File: src/rtl/min2_scan_ctrl.sv
// min2_scan_ctrl
//   Serial smallest-two search over an N-entry array of W-bit elements.
//   The array arrives one element per beat on a valid/ready input and is
//   buffered locally. It is then scanned one element per cycle through a
//   single compare/update stage. The result (min1, min2, index_min1) is held
//   on a valid/ready output until the consumer takes it.
//
// Ports
//   clk        rising-edge clock
//   rst_n      asynchronous active-low reset
//   flush      synchronous abort back to LOAD (highest priority)
//   in_valid   in_data valid
//   in_ready   block accepts a beat (LOAD only, never while flush is high)
//   in_data    element; the k-th accepted beat is array index k
//   out_valid  result valid (OUT state)
//   out_ready  consumer accepts the result
//   min1       smallest value
//   min2       second-smallest value (equals min1 on a duplicated minimum)
//   index_min1 lowest index holding min1
//   busy       high in SCAN or OUT
module min2_scan_ctrl #(
  parameter int N  = 16,
  parameter int W  = 4,
  parameter int IW = 4
) (
  input  logic          clk,
  input  logic          rst_n,
  input  logic          flush,
  input  logic          in_valid,
  output logic          in_ready,
  input  logic [W-1:0]  in_data,
  output logic          out_valid,
  input  logic          out_ready,
  output logic [W-1:0]  min1,
  output logic [W-1:0]  min2,
  output logic [IW-1:0] index_min1,
  output logic          busy
);

  localparam logic [IW-1:0] LAST = IW'(N - 1);
  localparam logic [W-1:0]  ONES = '1;

  typedef enum logic [1:0] {
    S_LOAD = 2'd0,
    S_SCAN = 2'd1,
    S_OUT  = 2'd2
  } state_t;

  state_t        state, state_nxt;
  logic [IW-1:0] cnt;
  logic          cnt_last;
  logic          load_fire;
  logic [W-1:0]  buffer [N];

  logic [W-1:0]  m1_p0, m2_p0;
  logic [IW-1:0] idx_p0;
  logic [W-1:0]  m1_nxt, m2_nxt;
  logic [IW-1:0] idx_nxt;

  // One compare/update step. Strict unsigned compares keep the lowest index
  // for min1 and let a repeated minimum fall through into min2.
  function automatic logic [2*W+IW-1:0] scan_step(
    input logic [W-1:0]  v,
    input logic [W-1:0]  m1,
    input logic [W-1:0]  m2,
    input logic [IW-1:0] idx,
    input logic [IW-1:0] i
  );
    logic [W-1:0]  n1, n2;
    logic [IW-1:0] ni;
    n1 = m1;
    n2 = m2;
    ni = idx;
    if (v < m1) begin
      n2 = m1;
      n1 = v;
      ni = i;
    end else if (v < m2) begin
      n2 = v;
    end
    return {n1, n2, ni};
  endfunction

  assign cnt_last  = (cnt == LAST);
  assign load_fire = in_valid && in_ready;
  assign {m1_nxt, m2_nxt, idx_nxt} = scan_step(buffer[cnt], m1_p0, m2_p0, idx_p0, cnt);

  // State register
  always_ff @(posedge clk or negedge rst_n) begin
    if (!rst_n) state <= S_LOAD;
    else        state <= state_nxt;
  end

  // Next-state logic; unused encodings fall back to LOAD
  always_comb begin
    state_nxt = state;
    if (flush) begin
      state_nxt = S_LOAD;
    end else begin
      case (state)
        S_LOAD:  if (load_fire && cnt_last) state_nxt = S_SCAN;
        S_SCAN:  if (cnt_last) state_nxt = S_OUT;
        S_OUT:   if (out_ready) state_nxt = S_LOAD;
        default: state_nxt = S_LOAD;
      endcase
    end
  end

  // Outputs decoded from state
  always_comb begin
    in_ready  = (state == S_LOAD) && !flush;
    out_valid = (state == S_OUT);
    busy      = (state == S_SCAN) || (state == S_OUT);
  end

  // Shared load/scan counter: beat index in LOAD, element index in SCAN
  always_ff @(posedge clk or negedge rst_n) begin
    if (!rst_n) begin
      cnt <= '0;
    end else if (flush) begin
      cnt <= '0;
    end else if (load_fire || (state == S_SCAN)) begin
      cnt <= cnt_last ? '0 : cnt + 1'b1;
    end else if (state != S_LOAD) begin
      cnt <= '0;
    end
  end

  // Input buffer
  always_ff @(posedge clk) begin
    if (load_fire) buffer[cnt] <= in_data;
  end

  // p0: scan working registers, seeded on the final load beat
  always_ff @(posedge clk) begin
    if (load_fire && cnt_last) begin
      m1_p0  <= ONES;
      m2_p0  <= ONES;
      idx_p0 <= '0;
    end else if (state == S_SCAN) begin
      m1_p0  <= m1_nxt;
      m2_p0  <= m2_nxt;
      idx_p0 <= idx_nxt;
    end
  end

  // Result registers: take the final step's values directly at scan exit
  always_ff @(posedge clk or negedge rst_n) begin
    if (!rst_n) begin
      min1       <= '0;
      min2       <= '0;
      index_min1 <= '0;
    end else if (flush) begin
      min1       <= '0;
      min2       <= '0;
      index_min1 <= '0;
    end else if ((state == S_SCAN) && cnt_last) begin
      min1       <= m1_nxt;
      min2       <= m2_nxt;
      index_min1 <= idx_nxt;
    end
  end

endmodule

File: config.mk
export PLATFORM = sky130hd
export DESIGN_NAME = min2_scan_ctrl
export DESIGN_NICKNAME = d
export VERILOG_FILES = /design/src/rtl/min2_scan_ctrl.sv
export SDC_FILE = /design/constraint.sdc
export NUM_CORES = 1
export LEC_CHECK = 0
export ABC_CLOCK_PERIOD_IN_PS = 3800
export CORE_ASPECT_RATIO = 0.9
export CORE_MARGIN = 2
export CORE_UTILIZATION = 54
export CTS_CLUSTER_DIAMETER = 30
export CTS_CLUSTER_SIZE = 8
export DETAILED_ROUTE_END_ITERATION = 8
export GPL_TIMING_DRIVEN = 0
export HOLD_SLACK_MARGIN = 0.08
export PLACE_DENSITY = 0.76
export SLEW_MARGIN = 20
export SYNTH_ARGS = -nofsm -noshare
export SYNTH_HDL_FRONTEND = slang
export SYNTH_SLANG_ARGS = --single-unit
File: constraint.sdc
create_clock -name clk -period 3.8 [get_ports clk]
set_input_delay 0.76 -clock clk [delete_from_list [all_inputs] [get_ports clk]]
set_output_delay 0.76 -clock clk [all_outputs]
set_load 0.1 [all_outputs]
==> results.ini, run 1 <==
[placement]
dp_cells=433
place_area_um2=4684
gp_congestion=0.8242
dp_hpwl_um=5906
io_buffers=23

[timing]
tightest_slew_ps=968.3
slew_headroom_pct=35.24
finClkSkew_ps=9.692
min_period_ps=3593
rsz0062_at_grt=false
slew_violations=0
finalCritPeriodShare_pct=94.55
finalHoldViolCount=0
fmax_ghz=0.2783
finalSetupViolations=0
whs_ps=490.2

[power]
p_int_mw=1.411
peakVddDrop_mv=0.3072
p_leak_nw=1.786
p_switching_uw=457.9
swShare_pct=24.50
power_density_nw_per_um2=378.9
clkPwrFrac_pct=33.8
pwr-share-seq_pct=58.9
comb_power_share_pct=7.3

[routing]
drtPass1Iterations=4
drtIter0Drc=129
wl_um=8187
drc=0
avgViaCountPerCell=5.912
vias=2678
ant_nets=0
drt-wirelength-per-cell_um=18.07

[cells_and_area]
multi_input_comb_area_um2=1599
drive_gt1_share_pct=14.57
final-seq-area_um2=2614
final_cells=453
nets=377
post-route-util_pct=64.41
antenna_cells=0
area_growth_pct=13.83
n_fill_cell=576
finalInstanceArea_um2=4932

[grt]
grt_pass1_vias=2602
grt_antenna_before_repair=0
grt_use_total_pct=20.39
grt_max_degree=19
grt_pass1_wl_um=13360
grt_overflow=0

[run_status]
outcome=finished, final reports clean

[yosys]
syn_inst=314
async_reset_ff_share_pct=19.15
synth.top_cell.area_share_pct=44.35
yosys_register_bits=94
synth_edf_count=64
ys_types=51
ys_warn_count=0
avgSynthCellArea_um2=13.80
seq_area_frac_synth_pct=60.29
synth_nets=339
yosys_most_used_dff=edfxtp_1
synthTopCellsByArea=edfxtp_1 (44%), dfrtp_1 (10%), mux4_2 (8.3%)
syn_area_um2=4333
yosysTopAreaCell=edfxtp_1

[worst_setup_path]
arrival_ps=3840
cp.required_ps=4040
critPathMaxFanout=10
endpoint_kind=flop
cp-start-kind=flop
crit_type=reg -> reg

[min_path]
hold_path_class=reg -> reg

[floorplan]
dieArea_um2=8757
start_util_pct=56.58
die_x_um=98.42
fp-row-count=30
core-area_um2=7657
ioPinCount=24
die_h_um=88.98

[cts]
clock_sinks=94
cts_tree=done
cts_max_path_buffers=2
clock-root-buffer=clkbuf_8
htreeDepth=3
clkLatencyLatePin_ps=360
cts_buffers=9
cts.clk_slew.worst_paths_ps=100

[job]
cap_violations=0

path summary, 6_finish.rpt:
check                                          startpoint                         to  slack [ps]  depth (start not counted)
max in group asynchronous                           rst_n         cnt[1]$_DFFE_PN0P_        2300                          1
worst min-delay path            index_min1[0]$_DFFE_PN0P_  index_min1[0]$_DFFE_PN0P_         490                          2
worst max register to register         cnt[1]$_DFFE_PN0P_      m1_p0[2]$_SDFFE_PP1P_         210                         12
min in group asynchronous                           rst_n       state[0]$_DFFE_PN0P_         900                          1
worst max-delay path                   cnt[1]$_DFFE_PN0P_      m1_p0[2]$_SDFFE_PP1P_         210                         12
worst min register to register  index_min1[0]$_DFFE_PN0P_  index_min1[0]$_DFFE_PN0P_         490                          2
cell families (layout without fill, tap and decap cells):
family | Yosys count | count (layout) | share of synthesized area [%]
DFF | 94 | 94 | 60.29
and+or+nand+nor | 85 | 85 | 9.241
AOI/OAI and AO/OA | 53 | 53 | 8.923
muxes | 38 | 38 | 13.72
buffers and inverters | 28 | 71 | 3.205
adders and majority gates | 16 | 16 | 4.620
what timing repair did:
action	in CTS	in global routing
resized for setup	4	3
pin swaps	2	2
setup buffers	1	4
endpoints found under the setup margin	22	21
hold buffers	0	0
synth_stat cells (all sizes together) (2+ instances only):
master	number
a211oi	3
a21oi	5
a22o	2
a311oi	2
a31o	2
a31oi	2
a32o	2
buf	6
clkbuf	10
dfrtp	18
dfxtp	12
edfxtp	64
ha	16
inv	12
mux2	5
mux2i	17
mux4	16
nand2	29
nand2b	3
nand3	5
nor2	27
nor2b	4
nor3	8
o211ai	2
o21a	4
o21ai	19
o311ai	2
o31ai	2
or2	3
or3	2
worst max-delay path, cell delays in order, from the launching register on:
cell      delay [ps]
dfrtp_2          430
clkbuf_4         250
clkbuf_4         280
mux4_2           330
mux4_2           550
ha_1             340
a211oi_1          80
nand2_1          160
a311oi_4          50
buf_4            170
o31ai_4          500
mux2i_1          250
nand2_1           60
registers in the layout, indices dropped and copies added, names as in the netlist:
signal	cells
index_min1	4
state	2
m2_p0	4
idx_p0	4
buffer	64
min2	4
m1_p0	4
min1	4
cnt	4
power by group through the flow:
stage	logic, mW	registers (mW)	clock network, mW
floorplan	0.0875	1.12	0
global placement	0.129	1.12	0
detailed placement	0.132	1.12	0
CTS	0.135	1.10	0.647
global route	0.149	1.10	0.687
finish	0.137	1.10	0.632
cells in the final DEF (no fill, tap or decap), types with 4 or more instances in the layout:
cell              n
clkbuf_1          9
a21oi_1           4
buf_4             5
o21a_1            4
o21ai_0           7
mux4_2           16
inv_1            12
nor2b_1           4
dfrtp_1          17
nand3_1           5
nor3_1            6
clkdlybuf4s50_1  23
nor2_1           27
nand2_1          29
ha_1             16
clkbuf_8          9
edfxtp_1         64
o21ai_1          12
mux2i_1          17
dfxtp_1          12
through the flow:
stage               setup slack, ps  setup TNS, ps  total power [mW]
finish                        207.1              0             1.869
global route                  27.95              0             1.936
CTS                           16.18              0             1.882
detailed placement           -273.4          -3665             1.255
global placement             -282.4          -3638             1.252
floorplan                     112.0              0             1.210
final cells by class:
cell class / count / share of cell area (%)
tap: 96 / 2.435
sequential: 94 / 52.99
timing repair buffer: 28 / 5.429
buffer: 15 / 1.928
multi-input combinational: 192 / 32.42
clock buffer: 9 / 2.511
inverter: 12 / 0.9132
clock inverter: 7 / 1.370
per-layer routing:
layer / vias to the layer above / routed length (µm) / global-route usage, %
li1: 1259 / - / -
met1: 1331 / 3705 / 26.60
met2: 73 / 3948 / 34.20
met3: 15 / 391 / 4.848
met4: 0 / 142 / 7.223
met5: - / 0 / 0
Note: power is estimated with default switching activity, not from simulation.
==> inputs of run 2 (changes only) <==
Settings changed: CTS_CLUSTER_DIAMETER 30 to 120.
==> results of run 2 <==
Same layout as run 1: the final DEF is identical, and so are final timing and power.
